<file path="src/rtl/prbs_pkg.sv">
// Shared definitions for the PRBS burst controller and its transmitter.
// Latency: n/a (types, constants and a constant function only).
// Backpressure: n/a.
package prbs_pkg;

    typedef enum logic [2:0] {
        ST_IDLE  = 3'd0,
        ST_LOAD  = 3'd1,
        ST_BURST = 3'd2,
        ST_GAP   = 3'd3,
        ST_DONE  = 3'd4
    } state_t;

    // Gap length and gap counter width.
    localparam int GAP_W = 16;
    // Burst count / burst index width.
    localparam int IDX_W = 16;

    // Second feedback tap of the maximal-length polynomial x^N + x^T + 1.
    function automatic int prbs_tap(input int order);
        case (order)
            9:       return 5;
            15:      return 14;
            23:      return 18;
            31:      return 28;
            default: return order - 1;   // PRBS7: x^7 + x^6 + 1
        endcase
    endfunction

endpackage

</file>
<file path="src/rtl/prbs_tx.sv">
// prbs_tx: Fibonacci LFSR PRBS source; advances one bit per enabled cycle.
// Latency: dout/dout_vld are registered, one cycle after en.
// Backpressure: none; the bit stream simply pauses while en is low.
module prbs_tx
    import prbs_pkg::*;
#(
    parameter int PRBS_TYPE = 7
) (
    input  logic clk,
    input  logic rst,
    input  logic en,
    output logic dout,
    output logic dout_vld
);

    localparam int TAP = prbs_tap(PRBS_TYPE);

    logic [PRBS_TYPE-1:0] lfsr;
    logic                 fb;

    // Newest bit sits in lfsr[0]; feedback is the XOR of the two tap ages.
    assign fb = lfsr[PRBS_TYPE-1] ^ lfsr[TAP-1];

    // Shift the LFSR and present the new bit whenever enabled; all-ones seed.
    always_ff @(posedge clk) begin
        if (!rst) begin
            lfsr     <= '1;
            dout     <= 1'b0;
            dout_vld <= 1'b0;
        end else begin
            dout_vld <= en;
            if (en) begin
                lfsr <= {lfsr[PRBS_TYPE-2:0], fb};
                dout <= fb;
            end
        end
    end

endmodule

</file>
<file path="src/rtl/prbs_tx_ctrl.sv">
// prbs_tx_ctrl: sequences PRBS bursts separated by idle gaps and enables the transmitter.
// Latency: prbs_en rises two cycles after start (one LOAD cycle); every status output is registered.
// Backpressure: none; start is ignored while busy, abort ends any active sequence next cycle.
module prbs_tx_ctrl
    import prbs_pkg::*;
#(
    parameter int PRBS_TYPE = 7,
    parameter int LEN_W     = 24
) (
    input  logic             clk,
    input  logic             rst,
    input  logic             start,
    input  logic             abort,
    input  logic [LEN_W-1:0] cfg_burst_len,
    input  logic [GAP_W-1:0] cfg_gap_len,
    input  logic [IDX_W-1:0] cfg_burst_num,
    output logic             prbs_en,
    output logic             dout,
    output logic             dout_vld,
    output logic             busy,
    output logic             done,
    output logic             aborted,
    output logic             cfg_err,
    output logic [IDX_W-1:0] burst_idx
);

    state_t           state, state_d;
    logic [LEN_W-1:0] len_q, bit_cnt, bit_cnt_d;
    logic [GAP_W-1:0] gap_q, gap_cnt, gap_cnt_d;
    logic [IDX_W-1:0] num_q, burst_idx_d;
    logic             prbs_en_d, busy_d, done_d, aborted_d, cfg_err_d;
    logic             burst_end, gap_end, last_burst, new_burst;

    assign burst_end  = (bit_cnt == len_q - LEN_W'(1));
    assign gap_end    = (gap_cnt == gap_q - GAP_W'(1));
    assign last_burst = (num_q != '0) && (burst_idx == num_q - IDX_W'(1));
    // A fresh burst begins after a gap, or back-to-back when there is no gap.
    assign new_burst  = (state_d == ST_BURST) &&
                        ((state == ST_GAP) || ((state == ST_BURST) && burst_end));

    // State, latched configuration, counters and registered outputs.
    always_ff @(posedge clk) begin
        if (!rst) begin
            state     <= ST_IDLE;
            len_q     <= '0;
            gap_q     <= '0;
            num_q     <= '0;
            bit_cnt   <= '0;
            gap_cnt   <= '0;
            prbs_en   <= 1'b0;
            busy      <= 1'b0;
            done      <= 1'b0;
            aborted   <= 1'b0;
            cfg_err   <= 1'b0;
            burst_idx <= '0;
        end else begin
            state     <= state_d;
            bit_cnt   <= bit_cnt_d;
            gap_cnt   <= gap_cnt_d;
            prbs_en   <= prbs_en_d;
            busy      <= busy_d;
            done      <= done_d;
            aborted   <= aborted_d;
            cfg_err   <= cfg_err_d;
            burst_idx <= burst_idx_d;
            // Configuration is captured once; later input changes have no effect.
            if (state == ST_LOAD) begin
                len_q <= cfg_burst_len;
                gap_q <= cfg_gap_len;
                num_q <= cfg_burst_num;
            end
        end
    end

    // Next-state selection; abort overrides every non-idle transition.
    always_comb begin
        state_d = state;
        case (state)
            ST_IDLE:  if (start && !abort) state_d = ST_LOAD;
            ST_LOAD:  state_d = (cfg_burst_len == '0) ? ST_IDLE : ST_BURST;
            ST_BURST: begin
                if (burst_end) begin
                    if (last_burst)          state_d = ST_DONE;
                    else if (gap_q == '0)    state_d = ST_BURST;
                    else                     state_d = ST_GAP;
                end
            end
            ST_GAP:   if (gap_end) state_d = ST_BURST;
            ST_DONE:  state_d = ST_IDLE;
            default:  state_d = ST_IDLE;
        endcase
        if (abort && (state != ST_IDLE)) state_d = ST_IDLE;
    end

    // Next values of outputs and counters, derived from the upcoming state.
    always_comb begin
        prbs_en_d   = (state_d == ST_BURST);
        busy_d      = (state_d != ST_IDLE);
        done_d      = (state_d == ST_DONE);
        aborted_d   = abort && (state != ST_IDLE);
        cfg_err_d   = (state == ST_LOAD) && !abort && (cfg_burst_len == '0);
        bit_cnt_d   = ((state == ST_BURST) && !burst_end) ? bit_cnt + LEN_W'(1) : '0;
        gap_cnt_d   = ((state == ST_GAP) && !gap_end) ? gap_cnt + GAP_W'(1) : '0;
        burst_idx_d = burst_idx;
        if (state_d == ST_LOAD)
            burst_idx_d = '0;
        else if (new_burst)
            burst_idx_d = burst_idx + IDX_W'(1);
    end

    prbs_tx #(
        .PRBS_TYPE (PRBS_TYPE)
    ) u_prbs_tx (
        .clk      (clk),
        .rst      (rst),
        .en       (prbs_en),
        .dout     (dout),
        .dout_vld (dout_vld)
    );

endmodule
</file>
<file path="config.mk">
export PLATFORM = sky130hd
export DESIGN_NAME = prbs_tx_ctrl
export DESIGN_NICKNAME = d
export VERILOG_FILES = /design/src/rtl/prbs_pkg.sv /design/src/rtl/prbs_tx.sv /design/src/rtl/prbs_tx_ctrl.sv
export SDC_FILE = /design/constraint.sdc
export NUM_CORES = 1
export LEC_CHECK = 0
export CAP_MARGIN = 20
export CORE_ASPECT_RATIO = 0.8
export CORE_MARGIN = 2
export CORE_UTILIZATION = 48
export DETAILED_ROUTE_END_ITERATION = 16
export PLACE_DENSITY = 0.73
export SETUP_SLACK_MARGIN = 0.2
export SLEW_MARGIN = 25
export SYNTH_ARGS = -nofsm -noshare
export SYNTH_HDL_FRONTEND = slang
export SYNTH_HIERARCHICAL = 1
export SYNTH_SLANG_ARGS = --single-unit
export TNS_END_PERCENT = 10
</file>
<file path="constraint.sdc">
create_clock -name clk -period 3.73 [get_ports clk]
set_input_delay 0.746 -clock clk [delete_from_list [all_inputs] [get_ports clk]]
set_output_delay 0.746 -clock clk [all_outputs]
set_load 0.05 [all_outputs]
</file>
==> results of run 1 <==
## stage by stage
stage | cell area, sq um | utilization [%] | total power [mW] | setup WS, ps
floorplan | 7270 | - | 1.76 | 214
global placement | 8230 | 55.2 | 1.90 | 109
detailed placement | 8230 | 55.2 | 1.91 | -2.42
CTS | 8890 | 59.6 | 3.57 | 216
global route | 9010 | 60.4 | 3.72 | 95.7
finish | 9010 | 60.4 | 3.57 | 220
## routing by layer
layer	vias to the layer above	part of all wire [%]	track usage, %
li1	3417	-	-
met1	3226	49	33.3
met2	217	43	36.3
met3	35	5.6	4.87
met4	0	2.3	10.9
met5	-	0	0
## how the worst max path moves through the flow
stage	from	cells after the start	slack, ps	to
6_report	len_q[3]	10	220	burst_idx[2]
5_1_grt	gap_q[0]	11	100	burst_idx[5]
4_1_cts	len_q[0]	9	220	burst_idx[2]
3_5_place_dp	len_q[0]	11	-2	burst_idx[2]
3_3_place_gp	len_q[0]	11	110	burst_idx[4]
2_1_floorplan	num_q[0]	14	210	burst_idx[6]
## tightest hold or removal path: stages, from the launching register on
cell,delay (ps)
dfxtp_1,320
mux2i_1,60
nand2_1,60
## cell type report
class / count / area share [%]
clock inverter: 6 / 1.19
timing repair buffer: 103 / 10.9
clock buffer: 23 / 5.20
multi-input combinational: 726 / 50.6
tap: 189 / 2.63
inverter: 20 / 0.834
sequential: 129 / 28.7
## logic make-up (layout without fill, tap and decap cells)
kind of cell / after synthesis / count (layout) / synth area share (%)
muxes: 11 / 11 / 1.52
xor gates and xnor gates: 98 / 98 / 12.0
and+or+nand+nor: 438 / 438 / 30.1
buffers and inverters: 68 / 152 / 4.17
DFF: 129 / 129 / 35.5
AOI/OAI and AO/OA: 171 / 173 / 15.7
adders and majority gates: 6 / 6 / 1.03
## cell usage in the layout, fill, tap and decap left out, types with 17 or more instances in the layout
cell type | synthesis | routed
dfxtp_1 | 129 | 128
nand3_1 | 42 | 42
xnor2_1 | 54 | 54
clkbuf_16 | 0 | 17
nor4_1 | 22 | 17
nor3_1 | 28 | 26
buf_4 | 0 | 21
nor2_1 | 84 | 84
a21oi_1 | 75 | 73
o21ai_0 | 29 | 29
clkdlybuf4s50_1 | 0 | 82
inv_1 | 20 | 19
nand2_1 | 147 | 146
xor2_1 | 43 | 43
## power by group through the flow
stage | registers (mW) | clock network [mW] | logic [mW]
finish | 1.44 | 1.65 | 0.486
global route | 1.44 | 1.74 | 0.531
CTS | 1.44 | 1.67 | 0.458
detailed placement | 1.46 | 0 | 0.444
global placement | 1.46 | 0 | 0.441
floorplan | 1.46 | 0 | 0.308
## sequential cells by signal (all words and copies together) (netlist names)
register	count
u_prbs_tx/dout_vld	1
gap_q	16
u_prbs_tx/lfsr	7
num_q	16
bit_cnt	24
u_prbs_tx/dout	1
aborted	1
cfg_err	1
prbs_en	1
busy	1
gap_cnt	16
len_q	24
done	1
burst_idx	16
state	3
## what timing repair did
action                     in CTS  in global routing
buffers inserted                1                  2
pin swaps                       3                  2
gates cloned                    2                  0
resized for setup               9                 17
setup endpoints to repair      16                 18
==> load_flow_metrics.sql, run 1 <==
INSERT INTO impl_metrics (metric_group, metric, value, unit) VALUES
('global_route', 'combined_global_route_utilization_of_all_metal_layers', '24.1', '%'),
('setup_path', 'critical_path.top_delay_family', 'compound AO/OA/AOI/OAI gates', ''),
('clock_tree', 'clock_latency', '420', 'ps'),
('setup_path', 'cp_max_fo', '13', ''),
('pwr', 'clkPwrFrac', '46.1', '%'),
('sta', 'worst_slew_margin_rel', '48.3', '%'),
('route', 'wl', '19.2', 'mm'),
('finish', 'final-seq-area', '2580', 'sq um'),
('pwr', 'leakage_power_summed_over_all_cells', '3.11', 'nW'),
('floorplan', 'io-pin-count', '83', ''),
('global_route', 'grt_pass1_vias', '6237', ''),
('route', 'antenna_left', '0', ''),
('synthesis', 'synth_top_cells_by_count', '147 x nand2_1, 129 x dfxtp_1, 84 x nor2_1, 75 x a21oi_1, 54 x xnor2_1', ''),
('clock_tree', 'htree_levels', '4', ''),
('clock_tree', 'postCtsHoldBufs', '0', ''),
('placement', 'place_congestion', '0.878', ''),
('sta', 'slew_viol_final', '0', ''),
('synthesis', 'portion_of_synthesized_cell_area_occupied_by_the_leading_cell_type', '35.5', '%'),
('synthesis', 'ys_types', '73', ''),
('sta', 'max_freq', '285', 'MHz'),
('clock_tree', 'clock-sinks', '129', ''),
('global_route', 'first_pass_grt_wire_length', '31.0', 'mm'),
('synthesis', 'synth_nets', '987', ''),
('setup_path', 'cp_slowest_stage_delay', '490', 'ps'),
('route', 'route.detailed.drc', '0', ''),
('setup_path', 'timing.setup.critical_path_class', 'register to register', ''),
('job', 'drv.max_cap_violation_count', '0', ''),
('clock_tree', 'cts_tree', 'done', ''),
('synthesis', 'synth.top_cells.by_area', 'dfxtp_1 36%, nand2_1 7.6%, xnor2_1 6.5%', ''),
('setup_path', 'r2r.worst_path.cells', '10', ''),
('synthesis', 'seq_area_frac_synth', '35.5', '%'),
('clock_tree', 'cts_buffers', '17', ''),
('global_route', 'antenna_found_initial', '0', ''),
('route', 'wl_per_cell', '16.1', 'um'),
('pwr', 'peak_supply_drop', '320', 'uV'),
('pwr', 'power_report.internal_total', '2.70', 'mW'),
('status', 'outcome', 'finished, final reports clean', ''),
('hold_path', 'min_delay_path_depth', '2', ''),
('sta', 'setup_violations', '0', ''),
('synthesis', 'synth_cells', '921', ''),
('setup_path', 'worstReg2RegStart', 'len_q[3]', ''),
('pwr', 'power.share.combinational', '13.6', '%'),
('global_route', 'grt_start_max_net_pins', '57', ''),
('finish', 'multi_input_area', '4560', 'sq um'),
('setup_path', 'timing.critical_path.required', '4080', 'ps'),
('route', 'viasPerCell', '5.77', ''),
('pwr', 'power.density', '396', 'nW/um^2'),
('finish', 'stdcell_count', '1196', ''),
('pwr', 'p_sw', '0.870', 'mW'),
('clock_tree', 'root_buffer', 'clkbuf_16', ''),
('setup_path', 'setup.worst_path.end_class', 'register', ''),
('floorplan', 'chipHeight', '114', 'um'),
('setup_path', 'timing.rr.end', 'burst_idx[2]', ''),
('synthesis', 'most_repeated_cell_in_the_gate_level_netlist_after_synthesis', 'nand2_1', ''),
('sta', 'final.hold.worst_slack', '476', 'ps'),
('setup_path', 'crit_slowest_cell', 'or4_1', ''),
('placement', 'numPortBuffers', '82', ''),
('hold_path', 'whs_endpoint', 'u_prbs_tx/lfsr[3]', ''),
('pwr', 'pwr-share-seq', '40.2', '%'),
('clock_tree', 'cts.path.max_buffers', '2', ''),
('floorplan', 'rows', '40', ''),
('synthesis', 'synth.avg_cell_area', '7.89', 'sq um'),
('setup_path', 'worst-path-buf-inv', '1', ''),
('synthesis', 'yosys_warnings', '6', ''),
('route', 'dr_total_vias', '6895', ''),
('floorplan', 'placeable_core_region', '14900', 'sq um'),
('synthesis', 'yosys_register_bits', '129', ''),
('route', 'detail_route.iter0.violations', '506', ''),
('floorplan', 'initial_core_util', '48.7', '%'),
('route', 'drt_pre_antenna_iters', '5', ''),
('setup_path', 'path_cells', 'or3_4, buf_4, nor4_2, xnor2_1, o2111ai_2, a2111oi_4, o2111ai_4, o21ba_4, or4_1, a21oi_1', '');
Power figures use the tool's default switching activity.
==> inputs of run 2 (changes only) <==
CTS_CLUSTER_SIZE = 10   (was not set)
==> results of run 2 <==
Same layout as run 1: the final DEF is identical, and so are final timing and power.
